===== src/rtl/cache_refill.sv =====
// ---------------------------------------------------------------------------
// cache_refill: single-line cache refill engine.
//
// A miss request in IDLE captures index (addr[8:5]) and tag (addr[63:9]),
// issues one line read to memory, gathers four 64-bit response beats into a
// 256-bit line buffer and writes the line to the data array for one cycle.
//
// Ports
//   clk_i             clock, all state updates on the rising edge
//   rst_n_i           synchronous active-low reset
//   miss_req_i        core requests a refill (honoured only in IDLE)
//   miss_addr_i       miss byte address
//   miss_ack_o        one-cycle pulse when a request is accepted
//   mem_req_valid_o   line read request valid (REQ state)
//   mem_req_ready_i   memory accepts the request
//   mem_req_addr_o    line-aligned request address
//   mem_resp_valid_i  response beat valid (no backpressure)
//   mem_resp_data_i   response beat data
//   data_req_index_o  captured line index
//   data_req_we_o     data-array write enable (WRITE state only)
//   data_write_o      assembled line
//   tag_write_o       captured tag
//   busy_o            high whenever not IDLE
//   err_o             one-cycle timeout pulse
//
// Build option: define CACHE_REFILL_TIMEOUT_EN to add an 8-bit watchdog that
// abandons a refill after 255 cycles without progress in REQ or FILL.
// Without it err_o is tied low and the block waits indefinitely.
// ---------------------------------------------------------------------------
module cache_refill (
    input  logic         clk_i,
    input  logic         rst_n_i,
    input  logic         miss_req_i,
    input  logic [63:0]  miss_addr_i,
    output logic         miss_ack_o,
    output logic         mem_req_valid_o,
    input  logic         mem_req_ready_i,
    output logic [63:0]  mem_req_addr_o,
    input  logic         mem_resp_valid_i,
    input  logic [63:0]  mem_resp_data_i,
    output logic [3:0]   data_req_index_o,
    output logic         data_req_we_o,
    output logic [255:0] data_write_o,
    output logic [54:0]  tag_write_o,
    output logic         busy_o,
    output logic         err_o
);

    typedef enum logic [1:0] {StIdle, StReq, StFill, StWrite} state_e;

    state_e         state_q, state_d;
    logic [1:0]     beat_q, beat_d;
    logic [255:0]   line_q, line_d;
    logic [3:0]     index_q, index_d;
    logic [54:0]    tag_q, tag_d;
    logic           timeout;

`ifdef CACHE_REFILL_TIMEOUT_EN
    logic [7:0]     wdog_q, wdog_d;
    logic           progress;

    // Progress means the request handshake or a response beat this cycle.
    assign progress = ((state_q == StReq) && mem_req_ready_i) ||
                      ((state_q == StFill) && mem_resp_valid_i);
    assign timeout  = ((state_q == StReq) || (state_q == StFill)) &&
                      (wdog_q == 8'd255) && !progress;

    always_comb begin
        wdog_d = 8'd0;
        if ((state_q == StReq) || (state_q == StFill)) begin
            if (!progress && !timeout) begin
                wdog_d = wdog_q + 8'd1;
            end
        end
    end

    always_ff @(posedge clk_i) begin
        if (!rst_n_i) begin
            wdog_q <= 8'd0;
        end else begin
            wdog_q <= wdog_d;
        end
    end
`else
    assign timeout = 1'b0;
`endif

    // State and datapath registers.
    always_ff @(posedge clk_i) begin
        if (!rst_n_i) begin
            state_q <= StIdle;
            beat_q  <= 2'd0;
            line_q  <= '0;
            index_q <= 4'd0;
            tag_q   <= '0;
        end else begin
            state_q <= state_d;
            beat_q  <= beat_d;
            line_q  <= line_d;
            index_q <= index_d;
            tag_q   <= tag_d;
        end
    end

    // Next-state logic.
    always_comb begin
        state_d = state_q;
        unique case (state_q)
            StIdle: begin
                if (miss_req_i) state_d = StReq;
            end
            StReq: begin
                if (timeout)              state_d = StIdle;
                else if (mem_req_ready_i) state_d = StFill;
            end
            StFill: begin
                if (timeout)                                  state_d = StIdle;
                else if (mem_resp_valid_i && beat_q == 2'd3)  state_d = StWrite;
            end
            StWrite: state_d = StIdle;
            default: state_d = StIdle;
        endcase
    end

    // Datapath next values: capture on accept, fill beats only in FILL.
    always_comb begin
        beat_d  = beat_q;
        line_d  = line_q;
        index_d = index_q;
        tag_d   = tag_q;
        unique case (state_q)
            StIdle: begin
                if (miss_req_i) begin
                    index_d = miss_addr_i[8:5];
                    tag_d   = miss_addr_i[63:9];
                    line_d  = '0;
                    beat_d  = 2'd0;
                end
            end
            StReq: begin
                if (mem_req_ready_i) beat_d = 2'd0;
            end
            StFill: begin
                if (mem_resp_valid_i) begin
                    line_d[{beat_q, 6'd0} +: 64] = mem_resp_data_i;
                    beat_d = beat_q + 2'd1;
                end
            end
            default: ;
        endcase
    end

    // Outputs. Combinational pulses are gated by reset so that every output
    // is low while reset is held.
    always_comb begin
        miss_ack_o       = rst_n_i && (state_q == StIdle) && miss_req_i;
        err_o            = rst_n_i && timeout;
        mem_req_valid_o  = (state_q == StReq);
        mem_req_addr_o   = {tag_q, index_q, 5'd0};
        data_req_we_o    = (state_q == StWrite);
        data_req_index_o = index_q;
        data_write_o     = line_q;
        tag_write_o      = tag_q;
        busy_o           = (state_q != StIdle);
    end

endmodule


===== config.mk =====
export PLATFORM = sky130hd
export DESIGN_NAME = cache_refill
export DESIGN_NICKNAME = d
export VERILOG_FILES = /design/src/rtl/cache_refill.sv
export SDC_FILE = /design/constraint.sdc
export NUM_CORES = 1
export LEC_CHECK = 0
export CORE_MARGIN = 2
export CORE_UTILIZATION = 35
export CTS_BUF_LIST = sky130_fd_sc_hd__clkbuf_8
export CTS_CLUSTER_DIAMETER = 150
export DETAILED_ROUTE_END_ITERATION = 16
export PLACE_DENSITY = 0.61
export SETUP_SLACK_MARGIN = 0.4
export SYNTH_ARGS = -nofsm -noshare
export SYNTH_HDL_FRONTEND = slang
export SYNTH_SLANG_ARGS = --single-unit

===== constraint.sdc =====
create_clock -name clk_i -period 2.9 [get_ports clk_i]
set_input_delay 0.29 -clock clk_i [delete_from_list [all_inputs] [get_ports clk_i]]
set_output_delay 0.29 -clock clk_i [all_outputs]
set_load 0.1 [all_outputs]

-- After elaboration in Yosys (flattened, before gate mapping)
Index checks and enable logic that the tools add are counted.
- logic and storage cells: 40
- input port bits: 133
- register bits after elaboration: 319
- output and inout port bits: 384
- reductions and logical operators: 11
- multiplexer cells: 12
- shifts and indexed selects: 2
- $add $sub $neg: 2
- equality and inequality tests: 8
- operators by type and width (cell ; count):
    two-way mux 256 bit ; 2
    case mux 256 bit (2 select lines) ; 1
    bitwise mux 256 bit ; 1
    variable shift 64 x 10 -> 256 bit, first input constant ; 1
    variable part select 64 x 10 -> 256 bit ; 1
    two-way mux 2 bit ; 6
    negation 8 -> 10 bit ; 1
    case mux 2 bit (4 select lines) ; 1
    == test 2 bit, second input constant ; 3
    != test 2 bit, second input constant ; 3
    case mux 2 bit (3 select lines) ; 1
    AND reduction 3 bit ; 2
    AND reduction 4 bit ; 1
    nonzero test 2 bit ; 2
    logical AND 1 bit ; 3
    nonzero test 3 bit ; 1
    adder 2 x 1 -> 2 bit, second input constant ; 1
    == test 2 x 1 -> 1 bit, second input constant ; 1
    logical NOT 2 bit ; 1
    != test 2 x 1 -> 1 bit, second input constant ; 1
    AND reduction 2 bit ; 1

-- Longest topological paths before layout
- depth in word-level cells: 5
- gate-level depth with buffers: 9
- gate-level depth less buffers: 5

-- Worst setup path after synthesis
OpenSTA, ideal clock, no wires.
- path type: register to register
- from: reg beat_q[0]
- to: reg line_q[14], in the netlist data_write_o[14]
- path buffers: 4
- required time: 2.830 ns
- clock period less this slack: 2.123 ns
- arrival time: 2.053 ns
- cell stages (with the launch flop): 10
- setup slack: 0.777 ns
- library setup time: 0.070 ns
- cells stage by stage: dfxtp_1 -> buf_2 -> clkbuf_1 -> inv_1 -> ha_1 -> and4bb_2 -> buf_4 -> buf_2 -> nand4_1 -> a21boi_1
- word-level cells in the longest chain between the ends: 5
- elaborated cells on any way between the ends: 6
- classes of those cells: 1 x add/sub; 2 x shift; 3 x mux
- RTL lines (what ; line ; RTL):
    from (decl) ; 52 ; logic [1:0] beat_q, beat_d;
    from (signal assigned) ; 98 ; beat_q <= beat_d;
    negation 8 -> 10 bit * ; 145 ; line_d[{beat_q, 6'd0} +: 64] = mem_resp_data_i;
    variable part select 64 x 10 -> 256 bit or variable shift 64 x 10 -> 256 bit (tied branches) ; 145 ;
    bitwise mux 256 bit * ; 145 ;
    two-way mux 256 bit * ; 144 ; if (mem_resp_valid_i) begin
    case mux 256 bit (2 select lines) * ; 131 ; unique case (state_q)
    to (signal assigned) ; 99 ; line_q <= line_d;
    to (decl) ; 53 ; logic [255:0] line_q, line_d;
Mark *: on every way between the ends. The rest lies on a longest branch, timed or not. The select of a mux whose other input is x is not followed.
A chain may end at the register's enable or synchronous reset.

-- Final worst setup path
- from: reg beat_q[0]
- to: reg line_q[188], in the netlist data_write_o[188]
The elaborated chain is that of the path after synthesis.

==> results.cfg <==
[run_status]
status = finished, final reports clean

[placement]
place.gp.congestion = 0.856
hpwlAfterDp_microns = 39000
post-place-ws_ns = 0.449
place_area_sq_um = 19600
portBuffers = 505
dp.cells = 2655

[global_route]
grt_pass1_wl_microns = 90800
antenna_found_initial = 1
grt_pass1_vias = 14500
grt.total_usage = 0.247
grt_max_degree = 122
overflow = 0

[finish]
final_common_cell = buf_4
stdcell_count = 2756
multiInputGateArea_sq_um = 7740
area_growth_pct = 31.7
drive_gt1_frac = 0.243
nets = 2264
most-common-layout-cells = 405 x buf_4, 318 x dfxtp_1, 256 x nand4_1, 256 x a21boi_1, 245 x o21ai_0
final_area_sq_um = 20700
seqCellArea_sq_um = 6390
fillers = 4370

[sta]
worst_slack_ns = 0.488
setup_viol = 0
fmax_mhz = 415
finalSetupTns_ns = 0
slew_violations = 0
finalCriticalPeriod_ns = 2.41
finalHoldViolations = 0
tightest_slew_ns = 0.659
rsz0062_at_grt = yes
relSlewSlack = 0.559
fin_skew_ns = 0.0355
period_share = 0.832

[clock_network]
clk_path_buf_depth = 3
clock-sinks = 319
cts_made_buffers = 57
cts_tree = yes
htreeDepth = 2
post-cts-setup-buffers = 0
clk_pin_slew_worst_paths_ns = 0.06
cts-root-buf = clkbuf_8
clk_latency_ns = 0.65

[pwr]
leakage_uw = 0.00875
pwr-share-clk = 0.246
intPower_uw = 8600
p_comb_frac = 0.468
switchingPower_uw = 8400
vdd_drop_max_uv = 770
power_density_nw_per_um2 = 820
seqPwrFrac = 0.285
switching_share = 0.494

[route]
wl_per_cell_microns = 22.0
drtAntennaViolNets = 0
wl_microns = 60700
avgViaCountPerCell = 5.56
dr.pass1.iters = 6
post-route-drc-count = 0
drtIter0Drc = 1199
num_vias = 15300

[die]
die_x_microns = 216
dieArea_sq_um = 46700
core_area_sq_um = 44300
num_rows = 77
io_pins = 517
initial_core_util = 0.355
die_y_microns = 216

[critical_path]
start_kind = flip-flop
arrival_ns = 2.95
cp.required_ns = 3.44
crit_path_end_kind = flip-flop
critPathKind = reg -> reg
path_max_fanout = 40

[yosys]
synth-seq-cells = 319
synth-seq-area-share = 0.406
netlist_instances = 1801
synth_cell_type_count = 33
yosysWarnings = 0
avgSynthCellArea_sq_um = 8.74
synth_area_sq_um = 15700

[min_path]
min_path_type = in -> reg

[flow_run]
cap_violations = 0
-- cell families after synthesis --
group / count (synthesis) / share of synthesized area
fa+ha+maj: 9 / 0.00715
mux: 5 / 0.00429
buf+inv: 302 / 0.107
compound gates: 582 / 0.242
other cells: 1 / 0.000238
flops: 319 / 0.406
simple gates: 583 / 0.234
-- cell type report --
class,instances,share of cell area
Tap cell,592,0.0357
Antenna cell,2,0.000241
Clock buffer,71,0.0471
Sequential cell,319,0.308
Inverter,6,0.00109
Clock inverter,28,0.00663
Timing Repair Buffer,553,0.228
Multi-Input combinational cell,1185,0.373
-- state kept, by name, summed over array words and instances (netlist names) --
signal / count
beat_q: 2
data_req_index_o: 4
state_q: 2
data_write_o: 256
tag_write_o: 55
-- routing by layer --
| layer | vias up | GRT usage | wire (microns) |
|---|---|---|---|
| met4 | 2 | 0.0941 | 2100 |
| met5 | - | 0 | 16 |
| met3 | 121 | 0.0529 | 4150 |
| met2 | 556 | 0.380 | 27700 |
| met1 | 7507 | 0.338 | 26700 |
| li1 | 7140 | - | - |
-- what timing repair did --
action | in CTS | in global routing
endpoints found under the setup margin | 0 | 67
hold buffers | 0 | 0
resized for setup | 0 | 1
-- synth_stat cells, drive strengths merged --
library cell | n | area, sq um
and4bb | 1 | 12.5
mux2 | 1 | 15.0
and3 | 65 | 407
and3b | 130 | 1140
ha | 9 | 113
a21boi | 319 | 2440
nor2b | 3 | 18.8
nor4 | 1 | 21.3
buf | 203 | 1290
inv | 6 | 22.5
nand2 | 123 | 462
nor3 | 1 | 5.00
o31a | 1 | 8.76
dfxtp | 319 | 6390
o21ai | 256 | 1280
and2 | 1 | 6.26
o21a | 1 | 7.51
mux2i | 4 | 52.6
clkbuf | 93 | 372
a21bo | 4 | 46.3
conb | 1 | 3.75
nand3 | 2 | 10.0
nand4 | 256 | 1600
a2111oi | 1 | 27.5
-- final timing paths --
check / start / endpoint / slack (ns) / cells after the start
setup / recovery: beat_q[0]$_SDFFE_PN0P_ / data_write_o[188]$_SDFFE_PN0P_ / 0.49 / 6
hold / removal: rst_n_i / data_write_o[41]$_SDFFE_PN0P_ / 0.04 / 2
setup reg to reg: beat_q[0]$_SDFFE_PN0P_ / data_write_o[188]$_SDFFE_PN0P_ / 0.49 / 6
hold reg to reg: data_write_o[58]$_SDFFE_PN0P_ / data_write_o[58]$_SDFFE_PN0P_ / 0.47 / 2
-- power groups by stage --
stage                     Clock (uW)  Combinational, uW  Sequential (uW)
after floorplan                    0               4500             6410
after global placement             0               7910             4930
after detailed placement           0               7930             4940
after CTS                       4300               7930             4850
after global routing            4500               8280             4880
final                           4190               7960             4850
-- through the flow --
stage	hold WS, ns	util	power, uW
2_1_floorplan	0.425	-	10900
3_3_place_gp	0.457	0.443	12800
3_5_place_dp	0.463	0.443	12900
4_1_cts	0.00808	0.468	17100
5_1_grt	0.0311	0.468	17700
6_report	0.0439	0.468	17000
-- critical path, stage by stage (launching register included) --
cell and delay (ns):
dfxtp_4 0.46, inv_1 0.18, ha_2 0.59, buf_4 0.50
and3b_1 0.23, nand4_1 0.11, a21boi_1 0.18
(Power assumes the default switching activity.)
